===== src/rtl/hazard_scoreboard_pkg.sv =====
// Shared encodings and helpers for the forwarding / hazard scoreboard block.
package hazard_scoreboard_pkg;

    // EX operand mux select encodings
    localparam logic [1:0] FWD_RF  = 2'd0;
    localparam logic [1:0] FWD_MEM = 2'd1;
    localparam logic [1:0] FWD_WB  = 2'd2;

    // MEM holds the younger producer, so it wins over WB
    function automatic logic [1:0] fwd_pick(input logic hit_mem, input logic hit_wb);
        if (hit_mem)
            return FWD_MEM;
        if (hit_wb)
            return FWD_WB;
        return FWD_RF;
    endfunction

endpackage


===== src/rtl/hazard_scoreboard_if.sv =====
// Pipeline-side bundle for the hazard scoreboard: issue info, stage tags, mux selects, stall.
interface hazard_scoreboard_if #(
    parameter int REGISTER_ADDR_WIDTH = 5,
    parameter int NUM_SRC             = 2,
    parameter int LAT_WIDTH           = 3,
    parameter int PERF_WIDTH          = 16
);
    logic                                   issue_valid;
    logic [REGISTER_ADDR_WIDTH-1:0]         issue_rd;
    logic                                   issue_reg_write;
    logic                                   issue_long_lat;
    logic [LAT_WIDTH-1:0]                   issue_latency;
    logic                                   flush;
    logic [NUM_SRC*REGISTER_ADDR_WIDTH-1:0] rs_ID;
    logic [NUM_SRC*REGISTER_ADDR_WIDTH-1:0] rs_EX;
    logic [REGISTER_ADDR_WIDTH-1:0]         rd_EX;
    logic [REGISTER_ADDR_WIDTH-1:0]         rd_MEM;
    logic [REGISTER_ADDR_WIDTH-1:0]         rd_WB;
    logic                                   reg_write_EX;
    logic                                   reg_write_MEM;
    logic                                   reg_write_WB;
    logic                                   mem_read_EX;
    logic [2*NUM_SRC-1:0]                   forward_sel_EX;
    logic [NUM_SRC-1:0]                     forward_wb_ID;
    logic                                   stall_ID;
    logic                                   sb_busy;
    logic [PERF_WIDTH-1:0]                  stall_cycles;

    modport master (
        output issue_valid, issue_rd, issue_reg_write, issue_long_lat, issue_latency, flush,
               rs_ID, rs_EX, rd_EX, rd_MEM, rd_WB, reg_write_EX, reg_write_MEM, reg_write_WB,
               mem_read_EX,
        input  forward_sel_EX, forward_wb_ID, stall_ID, sb_busy, stall_cycles
    );

    modport slave (
        input  issue_valid, issue_rd, issue_reg_write, issue_long_lat, issue_latency, flush,
               rs_ID, rs_EX, rd_EX, rd_MEM, rd_WB, reg_write_EX, reg_write_MEM, reg_write_WB,
               mem_read_EX,
        output forward_sel_EX, forward_wb_ID, stall_ID, sb_busy, stall_cycles
    );

endinterface


===== src/rtl/hazard_scoreboard_sb_counter.sv =====
// Per-register countdown: cycles until a long-latency producer's result reaches WB.
module hazard_sb_counter
    import hazard_scoreboard_pkg::*;
#(
    parameter int LAT_WIDTH = 3
) (
    input  logic                 clk,
    input  logic                 rst,
    input  logic                 load,
    input  logic [LAT_WIDTH-1:0] load_val,
    output logic [LAT_WIDTH-1:0] cnt,
    output logic                 zero
);

    // A reload overrides the decrement so the newest producer defines the wait
    always_ff @(posedge clk or posedge rst) begin
        if (rst)
            cnt <= '0;
        else if (load)
            cnt <= load_val;
        else if (cnt != '0)
            cnt <= cnt - 1'b1;
    end

    assign zero = (cnt == '0);

endmodule


===== src/rtl/hazard_scoreboard.sv =====
// Forwarding selects, load-use / long-latency stall and stall-cycle counter for the five-stage core.
module hazard_scoreboard
    import hazard_scoreboard_pkg::*;
#(
    parameter int REGISTER_ADDR_WIDTH = 5,
    parameter int NUM_SRC             = 2,
    parameter int LAT_WIDTH           = 3,
    parameter int PERF_WIDTH          = 16
) (
    input  logic               clk,
    input  logic               rst,
    hazard_scoreboard_if.slave hz
);

    localparam int W    = REGISTER_ADDR_WIDTH;
    localparam int NREG = 2 ** W;

    logic [NREG-1:0][LAT_WIDTH-1:0] cnt_all;
    logic [NREG-1:1]                cnt_zero;
    logic [NREG-1:1]                cnt_ld;
    logic [NUM_SRC-1:0][1:0]        fwd_sel;
    logic [NUM_SRC-1:0]             wb_id;
    logic [NUM_SRC-1:0]             lu_hit;
    logic [NUM_SRC-1:0]             raw_hit;
    logic                           load_use;
    logic                           sb_raw;
    logic                           sb_waw;
    logic                           stall;
    logic                           accept;
    logic                           take_entry;
    logic [PERF_WIDTH-1:0]          perf_q;

    // ---------------- per-operand compare ----------------
    for (genvar k = 0; k < NUM_SRC; k++) begin : g_src
        logic [W-1:0] rs_id;
        logic [W-1:0] rs_ex;
        logic         mem_hit;
        logic         wb_hit;

        assign rs_id   = hz.rs_ID[k*W +: W];
        assign rs_ex   = hz.rs_EX[k*W +: W];
        assign mem_hit = (rs_ex != '0) && (rs_ex == hz.rd_MEM) && hz.reg_write_MEM;
        assign wb_hit  = (rs_ex != '0) && (rs_ex == hz.rd_WB)  && hz.reg_write_WB;

        assign fwd_sel[k] = fwd_pick(mem_hit, wb_hit);
        assign wb_id[k]   = (rs_id == hz.rd_WB) && hz.reg_write_WB && (hz.rd_WB != '0);
        assign lu_hit[k]  = (rs_id == hz.rd_EX);
        // cnt==1 means WB next cycle, which the bypass paths cover
        assign raw_hit[k] = (rs_id != '0) && (cnt_all[rs_id] > LAT_WIDTH'(1));
    end

    assign hz.forward_sel_EX = fwd_sel;
    assign hz.forward_wb_ID  = wb_id;

    // ---------------- stall tree ----------------
    assign load_use = hz.mem_read_EX && hz.reg_write_EX && (hz.rd_EX != '0) && (|lu_hit);
    assign sb_raw   = |raw_hit;
    // Decoded from the ID fields only, so stall never depends on issue_valid
    assign sb_waw   = hz.issue_reg_write && !hz.issue_long_lat && (hz.issue_rd != '0)
                      && (cnt_all[hz.issue_rd] != '0);
    assign stall    = load_use || sb_raw || sb_waw;

    assign hz.stall_ID = stall;

    // ---------------- scoreboard ----------------
    assign accept     = hz.issue_valid && !stall && !hz.flush;
    assign take_entry = accept && hz.issue_long_lat && hz.issue_reg_write
                        && (hz.issue_latency != '0);

    assign cnt_all[0] = '0;

    for (genvar r = 1; r < NREG; r++) begin : g_cnt
        assign cnt_ld[r] = take_entry && (hz.issue_rd == W'(r));

        hazard_sb_counter #(
            .LAT_WIDTH (LAT_WIDTH)
        ) u_cnt (
            .clk      (clk),
            .rst      (rst),
            .load     (cnt_ld[r]),
            .load_val (hz.issue_latency),
            .cnt      (cnt_all[r]),
            .zero     (cnt_zero[r])
        );
    end

    assign hz.sb_busy = ~(&cnt_zero);

    // ---------------- saturating stall counter ----------------
    always_ff @(posedge clk or posedge rst) begin
        if (rst)
            perf_q <= '0;
        else if (stall && (perf_q != '1))
            perf_q <= perf_q + 1'b1;
    end

    assign hz.stall_cycles = perf_q;

endmodule

===== src/flat_wrapper.sv =====
// flat-port wrapper written by rule: the top's interface ports become plain ports
module hazard_scoreboard_flat import hazard_scoreboard_pkg::*;
#(
    parameter int REGISTER_ADDR_WIDTH = 5,
    parameter int NUM_SRC             = 2,
    parameter int LAT_WIDTH           = 3,
    parameter int PERF_WIDTH          = 16
)
  (clk, rst, hz_issue_valid, hz_issue_rd, hz_issue_reg_write, hz_issue_long_lat, hz_issue_latency, hz_flush, hz_rs_ID, hz_rs_EX, hz_rd_EX, hz_rd_MEM, hz_rd_WB, hz_reg_write_EX, hz_reg_write_MEM, hz_reg_write_WB, hz_mem_read_EX, hz_forward_sel_EX, hz_forward_wb_ID, hz_stall_ID, hz_sb_busy, hz_stall_cycles);
  hazard_scoreboard_if #(.REGISTER_ADDR_WIDTH(REGISTER_ADDR_WIDTH), .NUM_SRC(NUM_SRC), .LAT_WIDTH(LAT_WIDTH), .PERF_WIDTH(PERF_WIDTH)) hz_i ();
  input  logic clk;
  input  logic rst;
  input wire logic [$bits(hz_i.issue_valid)-1:0] hz_issue_valid;
  input wire logic [$bits(hz_i.issue_rd)-1:0] hz_issue_rd;
  input wire logic [$bits(hz_i.issue_reg_write)-1:0] hz_issue_reg_write;
  input wire logic [$bits(hz_i.issue_long_lat)-1:0] hz_issue_long_lat;
  input wire logic [$bits(hz_i.issue_latency)-1:0] hz_issue_latency;
  input wire logic [$bits(hz_i.flush)-1:0] hz_flush;
  input wire logic [$bits(hz_i.rs_ID)-1:0] hz_rs_ID;
  input wire logic [$bits(hz_i.rs_EX)-1:0] hz_rs_EX;
  input wire logic [$bits(hz_i.rd_EX)-1:0] hz_rd_EX;
  input wire logic [$bits(hz_i.rd_MEM)-1:0] hz_rd_MEM;
  input wire logic [$bits(hz_i.rd_WB)-1:0] hz_rd_WB;
  input wire logic [$bits(hz_i.reg_write_EX)-1:0] hz_reg_write_EX;
  input wire logic [$bits(hz_i.reg_write_MEM)-1:0] hz_reg_write_MEM;
  input wire logic [$bits(hz_i.reg_write_WB)-1:0] hz_reg_write_WB;
  input wire logic [$bits(hz_i.mem_read_EX)-1:0] hz_mem_read_EX;
  output wire logic [$bits(hz_i.forward_sel_EX)-1:0] hz_forward_sel_EX;
  output wire logic [$bits(hz_i.forward_wb_ID)-1:0] hz_forward_wb_ID;
  output wire logic [$bits(hz_i.stall_ID)-1:0] hz_stall_ID;
  output wire logic [$bits(hz_i.sb_busy)-1:0] hz_sb_busy;
  output wire logic [$bits(hz_i.stall_cycles)-1:0] hz_stall_cycles;
  assign hz_i.issue_valid = hz_issue_valid;
  assign hz_i.issue_rd = hz_issue_rd;
  assign hz_i.issue_reg_write = hz_issue_reg_write;
  assign hz_i.issue_long_lat = hz_issue_long_lat;
  assign hz_i.issue_latency = hz_issue_latency;
  assign hz_i.flush = hz_flush;
  assign hz_i.rs_ID = hz_rs_ID;
  assign hz_i.rs_EX = hz_rs_EX;
  assign hz_i.rd_EX = hz_rd_EX;
  assign hz_i.rd_MEM = hz_rd_MEM;
  assign hz_i.rd_WB = hz_rd_WB;
  assign hz_i.reg_write_EX = hz_reg_write_EX;
  assign hz_i.reg_write_MEM = hz_reg_write_MEM;
  assign hz_i.reg_write_WB = hz_reg_write_WB;
  assign hz_i.mem_read_EX = hz_mem_read_EX;
  assign hz_forward_sel_EX = hz_i.forward_sel_EX;
  assign hz_forward_wb_ID = hz_i.forward_wb_ID;
  assign hz_stall_ID = hz_i.stall_ID;
  assign hz_sb_busy = hz_i.sb_busy;
  assign hz_stall_cycles = hz_i.stall_cycles;
  hazard_scoreboard #(.REGISTER_ADDR_WIDTH(REGISTER_ADDR_WIDTH), .NUM_SRC(NUM_SRC), .LAT_WIDTH(LAT_WIDTH), .PERF_WIDTH(PERF_WIDTH)) u_core (.clk(clk), .rst(rst), .hz(hz_i));
endmodule

===== config.mk =====
export PLATFORM = sky130hd
export DESIGN_NAME = hazard_scoreboard_flat
export DESIGN_NICKNAME = d
export VERILOG_FILES = /design/src/rtl/hazard_scoreboard_pkg.sv /design/src/rtl/hazard_scoreboard_if.sv /design/src/rtl/hazard_scoreboard_sb_counter.sv /design/src/rtl/hazard_scoreboard.sv /design/src/flat_wrapper.sv
export SDC_FILE = /design/constraint.sdc
export NUM_CORES = 1
export LEC_CHECK = 0
export CAP_MARGIN = 15
export CORE_MARGIN = 2
export CORE_UTILIZATION = 50
export DETAILED_ROUTE_END_ITERATION = 8
export DONT_BUFFER_PORTS = 1
export PLACE_DENSITY = 0.74
export SYNTH_ARGS = -nofsm -noshare
export SYNTH_HDL_FRONTEND = slang
export SYNTH_SLANG_ARGS = --single-unit

===== constraint.sdc =====
create_clock -name clk -period 3.55 [get_ports clk]
set_clock_uncertainty 0.1 [all_clocks]
set_input_delay 0.71 -clock clk [delete_from_list [all_inputs] [get_ports clk]]
set_output_delay 0.71 -clock clk [all_outputs]
set_load 0.02 [all_outputs]

==> reports/qor.yml <==
drt:
  routed_via_density: 5.858
  drt_wl_total_mm: 20.35
  drt_iter0_drc: 403
  drc_errors: 0
  antenna_left: 0
  drtPass1Iterations: 5
  routed-via-count: 6432
  wire_per_inst_um: 18.53
clock_tree:
  htree_levels: 3
  clock_latency_ns: 0.37
  cts_made_buffers: 9
  clk_path_buf_depth: 2
  cts_tree: "yes"
  cts_root_buffer: "clkbuf_16"
  clkSinkCount: 109
  clkTransAtPathRegs_ns: 0.08
cells_and_area:
  final_common_cell: "dfrtp_1"
  fin_area_um2: 9394
  postLayoutCoreUtil: 0.5412
  final_layout_size_suffix_gt1_frac: 0.1386
  nets: 984
  final_cell_mix: "109 x dfrtp_1, 96 x nor2_1, 81 x mux2_1"
  diodes: 0
  area_delta_synth_final_pct: 5.672
yosys:
  synth_top_area_frac: 0.3068
  syn-cell-area_um2: 8890
  synthCells: 887
  mappedNetlistNets: 1003
  yosys.area_share.xor_xnor: 0.08374
  yosys_warnings: 0
  synth.distinct_cells: 51
  ys_seq_area_frac: 0.3068
  synth-compound-area-share: 0.05813
  synth_top_family_by_area: "simple AND/OR/NAND/NOR gates"
  synth-edff-count: 0
  synthMuxAreaShare: 0.1952
  async_flop_share: 1.000
  yosys-top-cells-area: "dfrtp_1 31%, mux2_1 10%, ha_1 8.9%"
  synthAdderAreaFrac: 0.08867
  synth-simple-area-share: 0.2149
  synth_flop_cell: "dfrtp_1"
  ys_ff_latch: 109
  avgSynthCellArea_um2: 10.02
  yosysTopAreaCell: "dfrtp_1"
grt:
  overflow: 0
  met1_usage: 0.2890
  grt_use_total: 0.2266
  antenna_found_initial: 0
  grt_max_degree: 50
  grt_pass1_vias: 6435
  met2_usage: 0.3776
  grt.busiest_layer: "met2"
  grt_pass1_wl_mm: 32.93
  use_met3: 0.05151
floorplan:
  start_util: 0.5122
  die-area_um2: 18860
  dieWidth_um: 137.3
  core.rowCount: 48
  coreArea_um2: 17360
  dieHeight_um: 137.3
  design.portCount: 77
pwr:
  p_leak_nw: 3.908
  vdd_drop_max_uv: 361.9
  powerDensity_nw_per_um2: 765.7
critical_path:
  rrSetupSlack_ns: 0.34
  reg2reg_to: "u_core.g_cnt[31].u_cnt.cnt[2]$_DFFE_PP0P_"
  start_kind: "flip-flop"
  critPathMaxFanout: 17
  crit_arrival_ns: 2.57
  cp.required_ns: 2.74
  cp-end-kind: "output pin"
  crit_type: "reg2out"
  timing.rr.start: "u_core.g_cnt[14].u_cnt.cnt[2]$_DFFE_PP0P_"
  worstRegToRegCells: 9
placement:
  io_buffers: 0
  gp_congestion: 0.8983
  place_hpwl_mm: 15.08
  place_area_um2: 9099
  dp_slack_ns: 0.1730
sta:
  finalSetupViolCount: 0
  fin_crit_ns: 3.377
  hold_viol_final: 0
  final-max-slew-violation-count: 0
  worstMarginPinSlew_ns: 1.004
  final.setup.tns_ns: 0
  max_slew_margin: 0.3245
  finalCritPeriodShare: 0.9512
  timing.final.ws_setup_ns: 0.1731
  rsz0062_at_grt: "no"
  fmax_ghz: 0.2961
worst_hold_path:
  hp-class: "in2async"
outcome:
  outcome: "finished, final reports clean"
flow_run:
  maxCapViolations: 0
## synthesized netlist by cell type (5+ instances only)
| cell | number |
|---|---|
| nor3_1 | 22 |
| o21ai_0 | 9 |
| nand2_1 | 23 |
| nand2b_1 | 33 |
| nand4_1 | 17 |
| clkbuf_1 | 23 |
| o22ai_1 | 8 |
| nor4_1 | 20 |
| a311oi_1 | 9 |
| nand3_1 | 19 |
| mux2i_1 | 8 |
| buf_1 | 8 |
| buf_2 | 7 |
| nor2_1 | 97 |
| or4_1 | 5 |
| mux4_2 | 12 |
| ha_1 | 63 |
| mux2_2 | 42 |
| mux2_1 | 81 |
| nor4_4 | 27 |
| dfrtp_1 | 109 |
| xnor2_1 | 71 |
| inv_1 | 71 |
| a21oi_1 | 35 |
| xor2_1 | 14 |
| nor2b_1 | 11 |
## stage by stage
stage / power, mW / hold WS [ns] / instances
after detailed placement: 6.185 / 0.5210 / 1082
after floorplan: 5.435 / 0.4780 / 887
after CTS: 7.226 / 0.3523 / 1098
final: 7.193 / 0.3027 / 1098
after global routing: 7.840 / 0.3710 / 1098
after global placement: 6.010 / 0.5014 / 1082
## flip-flops by register name, indices dropped and copies added, names as in the netlist
| name | flops |
|---|---|
| u_core.g_cnt.u_cnt.cnt | 93 |
| u_core.hz.stall_cycles | 16 |
## area by class of cell
class | count | area, um2
flip-flops and latches | 109 | 2728
well taps | 225 | 281.5
multi-input cells | 664 | 5699
fillers | 1511 | 7963
clock buffers | 9 | 225.2
repair buffers | 13 | 122.6
inverters | 71 | 270.3
clock inverters | 7 | 67.56
## per-layer routing
metal	up-vias	routed length [um]
met1	3110	8907
met5	-	0
li1	3086	-
met3	36	1390
met2	200	9568
met4	0	482
## power breakdown
| part | total, mW | internal, mW | switching [mW] |
|---|---|---|---|
| clock network | 1.02 | 0.495 | 0.524 |
| registers | 2.46 | 1.87 | 0.591 |
| logic | 3.71 | 1.90 | 1.81 |
## worst max-delay path, stage by stage (launching register included)
cell and delay [ns]:
dfrtp_1 0.42, nor2_1 0.28, a21oi_1 0.11, mux4_2 0.46, a32o_1 0.22, a311oi_2 0.34, nand3_1 0.12, buf_4 0.24
## how the worst max path moves through the flow
stage,startpoint,to,slack [ns],cells past startpoint
final,u_core.g_cnt[14].u_cnt.cnt[2]$_DFFE_PP0P_,hz_stall_ID,0.17,7
after global routing,u_core.g_cnt[14].u_cnt.cnt[2]$_DFFE_PP0P_,hz_stall_ID,0.08,7
after CTS,u_core.g_cnt[12].u_cnt.cnt[2]$_DFFE_PP0P_,hz_stall_ID,0.13,7
after detailed placement,hz_rs_ID[1],u_core.g_cnt[31].u_cnt.cnt[1]$_DFFE_PP0P_,0.17,8
after global placement,hz_rs_ID[1],u_core.g_cnt[31].u_cnt.cnt[1]$_DFFE_PP0P_,0.27,8
after floorplan,hz_rs_ID[1],hz_stall_ID,0.16,7
## logic make-up (layout without fill, tap and decap cells)
family                     after synthesis  in the layout
AOI/OAI and AO/OA                       81             81
xor gates and xnor gates                85             85
adders and majority gates               63             63
buffers and inverters                  114            100
DFF                                    109            109
muxes                                  143            143
and+or+nand+nor                        292            292
## repair_timing
action                                  4_1_cts  5_1_grt
resized for setup                             0        1
hold buffers                                  0        0
endpoints found under the setup margin        0        1
buffers inserted                              0        0
Note: power is estimated with default switching activity, not from simulation.
